File: config.mk
export PLATFORM = sky130hd
export DESIGN_NAME = uart_char_rx
export DESIGN_NICKNAME = d
export VERILOG_FILES = /design/src/rtl/uart_char_rx.sv
export SDC_FILE = /design/constraint.sdc
export NUM_CORES = 1
export LEC_CHECK = 0
export CAP_MARGIN = 5
export CORE_MARGIN = 3
export CORE_UTILIZATION = 59
export CTS_CLUSTER_DIAMETER = 40
export DETAILED_ROUTE_END_ITERATION = 7
export GPL_ROUTABILITY_DRIVEN = 1
export HOLD_SLACK_MARGIN = 0.1
export PLACE_DENSITY = 0.82
export SETUP_SLACK_MARGIN = 0.4
export SLEW_MARGIN = 20
export SYNTH_ARGS = -nofsm -noshare
export SYNTH_HDL_FRONTEND = slang
export SYNTH_SLANG_ARGS = --single-unit
File: constraint.sdc
create_clock -name clk -period 3.6 [get_ports clk]
set_input_delay 0.54 -clock clk [delete_from_list [all_inputs] [get_ports clk]]
set_output_delay 0.54 -clock clk [all_outputs]
set_load 0.03 [all_outputs]
File: src/rtl/uart_char_rx.sv
// 8N1 UART receiver producing ascii_char/char_valid strobes for the sequence checker.
// Framing errors are reported on frame_error and never produce a character strobe.
module uart_char_rx #(
  parameter int UART_RX_BAUD = 20,
  parameter int freq         = 200
) (
  input  logic       clk,
  input  logic       rst,
  input  logic       rx,
  output logic [7:0] ascii_char,
  output logic       char_valid,
  output logic       frame_error,
  output logic       busy
);

  localparam int CPB  = freq / UART_RX_BAUD;
  localparam int HALF = CPB / 2;
  localparam int CW   = $clog2(CPB);
  localparam logic [CW-1:0] CNT_HALF = CW'(HALF - 1);
  localparam logic [CW-1:0] CNT_LAST = CW'(CPB - 1);

  if (CPB < 4) begin : g_cpb_check
    $error("uart_char_rx: freq/UART_RX_BAUD must be at least 4");
  end

  typedef enum logic [2:0] {
    S_IDLE,
    S_START,
    S_DATA,
    S_STOP,
    S_BREAK
  } state_t;

  state_t        state_q, state_d;
  logic [1:0]    sync_q, sync_d;
  logic [1:0]    sync_ok_q, sync_ok_d;
  logic          armed_q, armed_d;
  logic [CW-1:0] cnt_q, cnt_d;
  logic [2:0]    bit_q, bit_d;
  logic [7:0]    shift_q, shift_d;
  logic [7:0]    char_q, char_d;
  logic          valid_q, valid_d;
  logic          ferr_q, ferr_d;
  logic          rx_s;

  assign rx_s = sync_q[1];

  always_ff @(posedge clk or posedge rst) begin
    if (rst) begin
      state_q   <= S_IDLE;
      sync_q    <= 2'b11;
      sync_ok_q <= 2'b00;
      armed_q   <= 1'b0;
      cnt_q     <= '0;
      bit_q     <= '0;
      shift_q   <= '0;
      char_q    <= '0;
      valid_q   <= 1'b0;
      ferr_q    <= 1'b0;
    end else begin
      state_q   <= state_d;
      sync_q    <= sync_d;
      sync_ok_q <= sync_ok_d;
      armed_q   <= armed_d;
      cnt_q     <= cnt_d;
      bit_q     <= bit_d;
      shift_q   <= shift_d;
      char_q    <= char_d;
      valid_q   <= valid_d;
      ferr_q    <= ferr_d;
    end
  end

  always_comb begin
    sync_d    = {sync_q[0], rx};
    sync_ok_d = {sync_ok_q[0], 1'b1};
    // The synchroniser resets to 1, so only trust rx_s once real line data
    // has reached it; a line still low after reset must go high before re-arming.
    armed_d   = armed_q | (sync_ok_q[1] & rx_s);
    state_d   = state_q;
    cnt_d     = cnt_q;
    bit_d     = bit_q;
    shift_d   = shift_q;
    char_d    = char_q;
    valid_d   = 1'b0;
    ferr_d    = 1'b0;

    case (state_q)
      S_IDLE: begin
        if (armed_q && !rx_s) begin
          state_d = S_START;
          cnt_d   = '0;
        end
      end
      S_START: begin
        if (cnt_q == CNT_HALF) begin
          cnt_d   = '0;
          bit_d   = '0;
          state_d = rx_s ? S_IDLE : S_DATA;
        end else begin
          cnt_d = cnt_q + CW'(1);
        end
      end
      S_DATA: begin
        if (cnt_q == CNT_LAST) begin
          cnt_d   = '0;
          shift_d = {rx_s, shift_q[7:1]};
          bit_d   = bit_q + 3'd1;
          if (bit_q == 3'd7) begin
            state_d = S_STOP;
          end
        end else begin
          cnt_d = cnt_q + CW'(1);
        end
      end
      S_STOP: begin
        if (cnt_q == CNT_LAST) begin
          cnt_d = '0;
          if (rx_s) begin
            char_d  = shift_q;
            valid_d = 1'b1;
            state_d = S_IDLE;
          end else begin
            ferr_d  = 1'b1;
            state_d = S_BREAK;
          end
        end else begin
          cnt_d = cnt_q + CW'(1);
        end
      end
      S_BREAK: begin
        if (rx_s) begin
          state_d = S_IDLE;
        end
      end
      default: state_d = S_IDLE;
    endcase
  end

  assign ascii_char  = char_q;
  assign char_valid  = valid_q;
  assign frame_error = ferr_q;
  assign busy        = (state_q != S_IDLE);

endmodule

# Word-level counts from Yosys, hierarchy flattened
# Cells that the tools add are included.
word_totals:
  reg_bits: 33
  in_bits: 3
  output_inout_bits: 11
  wordCells: 61
op_classes:
  addsub: 2
  eq_ne: 13
  mux: 22
  bitwise_logic: 2
  reduce_logical: 12
op_table:
  columns: ["op", "count"]
  rows:
  - ["$mux 3", 9]
  - ["$pmux 3 s5", 1]
  - ["$mux 4", 3]
  - ["$ne 2x2->1 const B", 6]
  - ["$pmux 4 s3", 1]
  - ["$eq 3x2->1 const B", 2]
  - ["$eq 3x3->1 const B", 2]
  - ["$mux 1", 6]
  - ["$pmux 3 s2", 1]
  - ["$reduce_and 3->1", 2]
  - ["$reduce_and 6->1", 1]
  - ["$reduce_bool 3->1", 2]
  - ["$add 4x1->4 const B", 1]
  - ["$eq 4x3->1 const B", 1]
  - ["$eq 4x4->1 const B", 1]
  - ["$reduce_and 2->1", 2]
  - ["$add 3x1->3 const B", 1]
  - ["$eq 3x1->1 const B", 1]
  - ["$logic_not 3->1", 1]
  - ["$mux 2", 1]
  - ["$reduce_bool 2->1", 1]
  - ["$reduce_or 2->1", 1]
  - ["$and 1x1->1", 1]
  - ["$logic_and 1x1->1", 1]
  - ["other kinds (2)", 2]

# Depth between registers and ports, before layout
# Gate-level depths: netlist of run 1.
logic_depth:
  word_depth: 4
  mapped_depth: 6
  mapped_depth_nobuf: 6

# Least setup slack after synthesis of run 1
# Ideal clock, no wire load.
synth_path:
  path_type: "flip-flop to flip-flop"
  startpoint: "register cnt_q[1]"
  endpoint: "register shift_q[0]"
  setup_time_ps: 125
  t_arrival_ps: 1518
  required_ps: 3475
  slack_ps: 1957
  stages_incl_launch_ff: 6
  path_buffers: 0
  period_less_slack_ps: 1643
  cell_sequence: "dfrtp_1 > inv_1 > ha_1 > nand4b_4 > nor3_4 > mux2_2"
synth_via:
  elab_chain_cells: 2
synth_rtl:
  columns: ["element", "line_no", "rtl"]
  rows:
  - ["start: declaration", "38", "logic [CW-1:0] cnt_q, cnt_d;"]
  - ["start signal: assignment", "65", "cnt_q <= cnt_d;"]
  - ["$eq 4x4->1", "105", "if (cnt_q == CNT_LAST) begin"]
  - ["$reduce_and 2->1 (no line)", null, null]
  - ["end signal: assignment", "67", "shift_q <= shift_d;"]
  - ["end: declaration", "40", "logic [7:0] shift_q, shift_d;"]
# No other way between the ends.
# A chain may end at the register's enable or synchronous reset.

# Final worst setup path of run 1
layout_path:
  startpoint: "register state_q[0]"
  endpoint: "output port busy"
layout_via:
  elab_chain_cells: 1
layout_rtl:
  columns: ["element", "line_no", "rtl"]
  rows:
  - ["start: declaration", "34", "state_t state_q, state_d;"]
  - ["start signal: assignment", "61", "state_q <= state_d;"]
  - ["$reduce_bool 3->1", "143", "assign busy = (state_q != S_IDLE);"]
  - ["end: declaration", "13", "output logic busy"]
# No other way between the ends.

==> results by group, run 1 <==
Power
  – Sequential fraction of design power: 0.541
  – Clk pwr share: 0.226
  – Sw Pwr: 300 uW
  – Internal power: between 500 and 600 uW
  – Pwr Total: approximately 870 uW
  – Worst VDD drop: about 0.00057 V
  – Switch share: 0.344
  – PD cells: around 530 nW/um^2
  – Comb power frac: 0.234
  – Lkg Pwr: around 0.81 nW

Timing
  – Final Skew: 0.0170 ns
  – Setup-failing EPs final: 0
  – Pins Over Slew Limit: 0
  – Unrepaired setup endpoints after global routing: no
  – Max Clock Freq: approximately 390 MHz
  – Relative slew slack: 0.497
  – Setup TNS Final: 0 ns
  – Final min period: roughly 2.6 ns
  – Period utilization: 0.714
  – Final Hold Viols: 0
  – Slew @ Worst Pin: 0.754 ns

Die
  – # rows: 17
  – Starting Density: 0.643
  – Num ports: 14
  – Die area: 3110 sq um
  – Die height: 55.8 microns
  – Chip width: approximately 56 microns
  – Core area: 2280 sq um

Clock tree
  – Clk_lat worst skew: roughly 0.34 ns
  – Post-CTS Hold Buffers: 0
  – Post-CTS Setup Bufs: 0
  – CTS resizes: 0
  – Clock Path Buffers: 2
  – CTS Sinks: 33
  – Clk slew on worst S/H paths: roughly 0.11 ns
  – Clk root buf: clkbuf_4
  – TritonCTS clock tree: done
  – CTS Buf Count: 5
  – H-Tree Level Count: 2

Yosys
  – Top cells by count, synth: dfrtp_1 (31), mux2_2 (16), inv_1 (7)
  – Post-synth EDFFs: 0
  – Syn avg cell area: between 10 and 15 sq um
  – Top cells by area, synth: dfrtp_1 (53%), mux2_2 (12%), ha_1 (4.3%)
  – Top-area cell type share of the netlist area: 0.530
  – Register area share after synthesis: 0.566
  – Syn Inst Count: roughly 110
  – Post-synthesis net count: between 100 and 150
  – Async SR Flop Fraction: 1.00
  – Dominant synthesized flop cell: dfrtp_1
  – Synthesized area: 1460 sq um
  – Ys Warns: 0
  – Distinct cells, synth: 34
  – Most common cell in the netlist: dfrtp_1
  – Post-synth top area cell: dfrtp_1
  – Synthesized flop and latch total: 33

Finish
  – Ant. Diodes: 0
  – Area Overhead vs Synth: 13.6%
  – Layout cells sized above 1: 0.254
  – Nets: 137

Placement
  – Detailed Place HPWL: 1720 microns
  – GPL Wtd Cong: about 0.75
  – # port buffers: 13

Hold path
  – Hold Path Class: reg2reg

Drt
  – Vias per inst: ~5.7
  – First DRT Iteration DRCs: 21
  – # DRC: 0
  – Via count: between 800 and 900
  – DR WL/cell: 15.5 microns
  – Overall routed net length: approximately 2400 microns
  – 1st-pass router iterations: 4
  – Post-route ant nets: 0

Worst setup path
  – Reg2reg setup slack: around 1.7 ns
  – Worst EP required: slightly above 3 ns
  – Worst Setup Start Kind: register
  – Max FO, Critical Path: 15
  – Crit-path cells: or3_1, clkdlybuf4s50_1
  – Worst EP arrival: roughly 2 ns
  – Max stage delay on crit path: 0.61 ns
  – Worst path slowest cell: clkdlybuf4s50_1
  – Critical path capture point type: primary output
  – Crit Path Category: reg2out

Global route
  – Initial antenna violation count: 0
  – Largest net degree at the start of global routing: 23
  – Vias in the first global route: about 960
  – Grt ovf: 0
  – Global-route usage over all layers: 0.181
  – First-pass GRT wire length: between 4000 and 5000 microns

Run status
  – Status: completed

Run
  – Max cap viols: 0
[sequential cells by signal, indices dropped and copies added (netlist names)]
name,flops
sync_ok_q,2
ascii_char,8
char_valid,1
frame_error,1
cnt_q,4
state_q,3
sync_q,2
armed_q,1
shift_q,8
bit_q,3
[placed cells by master (no fill, tap or decap), types with 2 or more instances in the layout]
| cell type | instances |
|---|---|
| dfrtp_1 | 31 |
| mux2_2 | 16 |
| clkdlybuf4s50_1 | 13 |
| inv_1 | 7 |
| nor2_1 | 5 |
| a21oi_1 | 5 |
| ha_1 | 5 |
| clkbuf_4 | 5 |
| o22ai_1 | 4 |
| o21ai_0 | 3 |
| nand2b_1 | 2 |
| nand3b_1 | 2 |
| nor2b_1 | 2 |
| nor3b_1 | 2 |
| a21o_1 | 2 |
| nand2_1 | 2 |
| a22oi_1 | 2 |
| clkinv_2 | 2 |
| dfstp_2 | 2 |
[cell families after synthesis]
group,after synthesis,synth area share
mux,17,0.130
simple gates,25,0.131
buf+inv,11,0.0351
compound gates,20,0.0924
fa+ha+maj,5,0.0428
flops,33,0.566
other cells,1,0.00256
[worst paths after layout]
kind	from	end	cells past startpoint
max in group asynchronous	rst	char_valid	3
hold reg to reg	sync_ok_q[0]	sync_ok_q[1]	0
hold / removal	sync_ok_q[0]	sync_ok_q[1]	0
min in group asynchronous	rst	ascii_char[7]	2
setup / recovery	state_q[0]	busy	2
setup reg to reg	cnt_q[1]	shift_q[5]	5
[per-layer routing]
metal	up-vias	track usage	wire [microns]
met5	-	0	0
met4	0	0.0799	41
met3	6	0.0696	111
met2	19	0.285	1190
met1	447	0.219	1100
li1	427	-	-
[power groups by stage]
stage,combinational [mW],sequential [mW],clock (mW)
floorplan,0.189,0.444,0
global placement,0.192,0.474,0
detailed placement,0.202,0.480,0
CTS,0.204,0.471,0.202
global route,0.226,0.482,0.217
finish,0.204,0.472,0.197
[through the flow]
stage	setup slack (ns)	utilization	hold WS, ns	std cells	area, sq um
finish	1.03	0.730	0.353	158	1660
global route	0.958	0.730	0.369	158	1660
CTS	1.04	0.730	0.357	158	1660
detailed placement	1.42	0.708	0.337	150	1610
global placement	1.45	0.708	0.334	150	1610
floorplan	1.96	-	0.331	112	1460
[cell type report]
type | instances | area [sq um]
Fill cell | 162 | 614
Clock inverter | 2 | 10.0
Clock buffer | 6 | 41.3
Tap cell | 28 | 35.0
Multi-Input combinational cell | 68 | 583
Sequential cell | 33 | 828
Timing Repair Buffer | 14 | 138
Inverter | 7 | 26.3
[critical path: cells and delay by family, from the launching register on]
family,cells,cell delay (ns)
flops,1,0.59
simple gates,1,0.49
buf+inv,1,0.61
No activity file was read; power rests on OpenSTA's default activity.
==> run 2, diff against run 1 <==
Settings changed: CORE_UTILIZATION 59 to 50, PLACE_DENSITY 0.82 to 0.74.
Clock period 3.6 ns to 2.2 ns, I/O delays scaled along.
==> results by group, run 2 (synthesis results as in run 1) <==
Global route
  – Grt ovf: 0
  – First-pass GRT wire length: between 4000 and 5000 microns
  – Vias in the first global route: 925
  – Initial antenna violation count: 0
  – Global-route usage over all layers: 0.156
  – Largest net degree at the start of global routing: 34

Finish
  – FILL cells: between 150 and 200
  – Multi-input gate area: between 500 and 600 sq um
  – Layout cells sized above 1: 0.326
  – Commonest non-fill, non-tap cell in the layout: dfrtp_1
  – Nets: 148
  – Final std cells w/o fill: around 170
  – Reg area: around 830 sq um
  – Area Overhead vs Synth: 20.1%
  – Most frequent cells in the layout: dfrtp_1 (30), mux2_2 (16), clkdlybuf4s50_1 (12)
  – Ant. Diodes: 0

Worst setup path
  – Crit-path cells: clkdlybuf4s50_1
  – Worst R2R Start: cnt_q[1]
  – Reg2reg setup slack: 0.51 ns
  – Worst EP arrival: about 1.4 ns
  – Worst Setup Start Kind: register
  – Max FO, Critical Path: 2
  – FF-to-FF path depth: 6
  – Largest delay share family, worst path: buffers and inverters
  – Worst path slowest cell: clkdlybuf4s50_1
  – Critical path capture point type: primary output
  – RR Endpoint: ascii_char[6]
  – Max stage delay on crit path: 0.68 ns
  – Crit Path Category: reg2out
  – Worst EP required: around 1.9 ns
  – CP bufs+invs: 1
  – CP Launch Point: ascii_char[2]

Timing
  – Pins Over Slew Limit: 0
  – Max Clock Freq: 591 MHz
  – Setup TNS Final: 0 ns
  – Period utilization: 0.769
  – Setup-failing EPs final: 0
  – Final Skew: a little over 0.01 ns
  – Unrepaired setup endpoints after global routing: no
  – Final min period: about 1.7 ns
  – Final Hold Viols: 0

Placement
  – Cells after DPL: between 150 and 200
  – Detailed Place HPWL: 1600 microns
  – GPL Wtd Cong: approximately 0.76
  – # port buffers: 13

Die
  – Chip width: between 60 and 70 microns
  – # rows: 18
  – Starting Density: 0.555
  – Num ports: 14
  – Core area: between 2000 and 3000 sq um
  – Die area: around 3600 sq um
  – Die height: about 60 microns

Drt
  – Post-route ant nets: 0
  – Vias per inst: between 5 and 6
  – Overall routed net length: between 2000 and 3000 microns
  – # DRC: 0
  – Via count: 966
  – First DRT Iteration DRCs: 15
  – 1st-pass router iterations: 4
  – DR WL/cell: ~15 microns

Clock tree
  – TritonCTS clock tree: done
  – Post-CTS Hold Buffers: 0
  – Clk root buf: clkbuf_4
  – Clock Path Buffers: 2
  – CTS Buf Count: 5
  – CTS Sinks: 33
  – Clk slew on worst S/H paths: approximately 0.090 ns
  – H-Tree Level Count: 2
  – Clk_lat worst skew: roughly 0.33 ns

Power
  – Pwr Total: around 1.5 mW
  – Switch share: 0.335
  – Sw Pwr: 492 uW
  – Worst VDD drop: around 0.00071 V
  – Sequential fraction of design power: 0.503
  – Clk pwr share: 0.216
  – Lkg Pwr: roughly 0.85 nW
  – Comb power frac: 0.281
  – PD cells: roughly 840 nW/um^2
  – Internal power: roughly 980 uW

Hold path
  – Worst hold stages: 0
  – HP Start: sync_ok_q[0]
  – Endpoint of the worst hold path: sync_ok_q[1]
  – Hold Path Class: reg2reg

Run
  – Max cap viols: 0

Run status
  – Status: completed
## run 2: cell types whose count changed in the layout (fill, tap and decap cells not counted)
| cell | delta |
|---|---|
| buf_12 | +1 |
| buf_2 | +1 |
| buf_4 | +10 |
| clkbuf_1 | +1 |
| clkdlybuf4s50_1 | -1 |
| clkinv_2 | -1 |
| dfrtp_1 | -1 |
| dfrtp_2 | +1 |
| ha_1 | -1 |
| ha_2 | +1 |
## run 2: final cells by class
class	instances	share of cell area
multi-input cells	68	0.333
repair buffers	25	0.130
well taps	30	0.0214
clock buffers	7	0.0256
flip-flops and latches	33	0.472
inverters	7	0.0150
clock inverters	1	0.00285
## run 2: how the worst max path moves through the flow
stage	end	depth (start not counted)
floorplan	shift_q[0]	5
global placement	busy	2
detailed placement	shift_q[7]	5
CTS	busy	2
global route	ascii_char[4]	6
finish	ascii_char[2]	1
## run 2: routing by layer
metal	part of all wire	vias to the layer above	GRT usage
met5	0	-	0
met4	0.034	0	0.120
met3	0.040	11	0.0475
met2	0.47	24	0.227
met1	0.45	480	0.192
li1	-	451	-
## run 2: per-stage QoR
step	hold slack (ns)	cell area [sq um]	util	setup slack, ns
final	0.359	1760	0.667	0.507
after global routing	0.366	1760	0.667	0.397
after CTS	0.362	1700	0.645	0.394
after detailed placement	0.341	1630	0.618	0.388
after global placement	0.339	1630	0.618	0.423
after floorplan	0.331	1460	-	0.557
## run 2: power groups by stage
stage / Sequential (mW) / Clock [mW] / Combinational, mW
finish: 0.738 / 0.317 / 0.412
global placement: 0.746 / 0 / 0.358
detailed placement: 0.751 / 0 / 0.371
floorplan: 0.727 / 0 / 0.310
CTS: 0.742 / 0.326 / 0.373
global route: 0.747 / 0.358 / 0.448
## run 2: what timing repair did
item	in CTS	in global routing
gates resized for setup	4	3
pin swaps	1	3
setup buffers	1	8
hold endpoints to repair	0	0
endpoints found under the setup margin	9	17
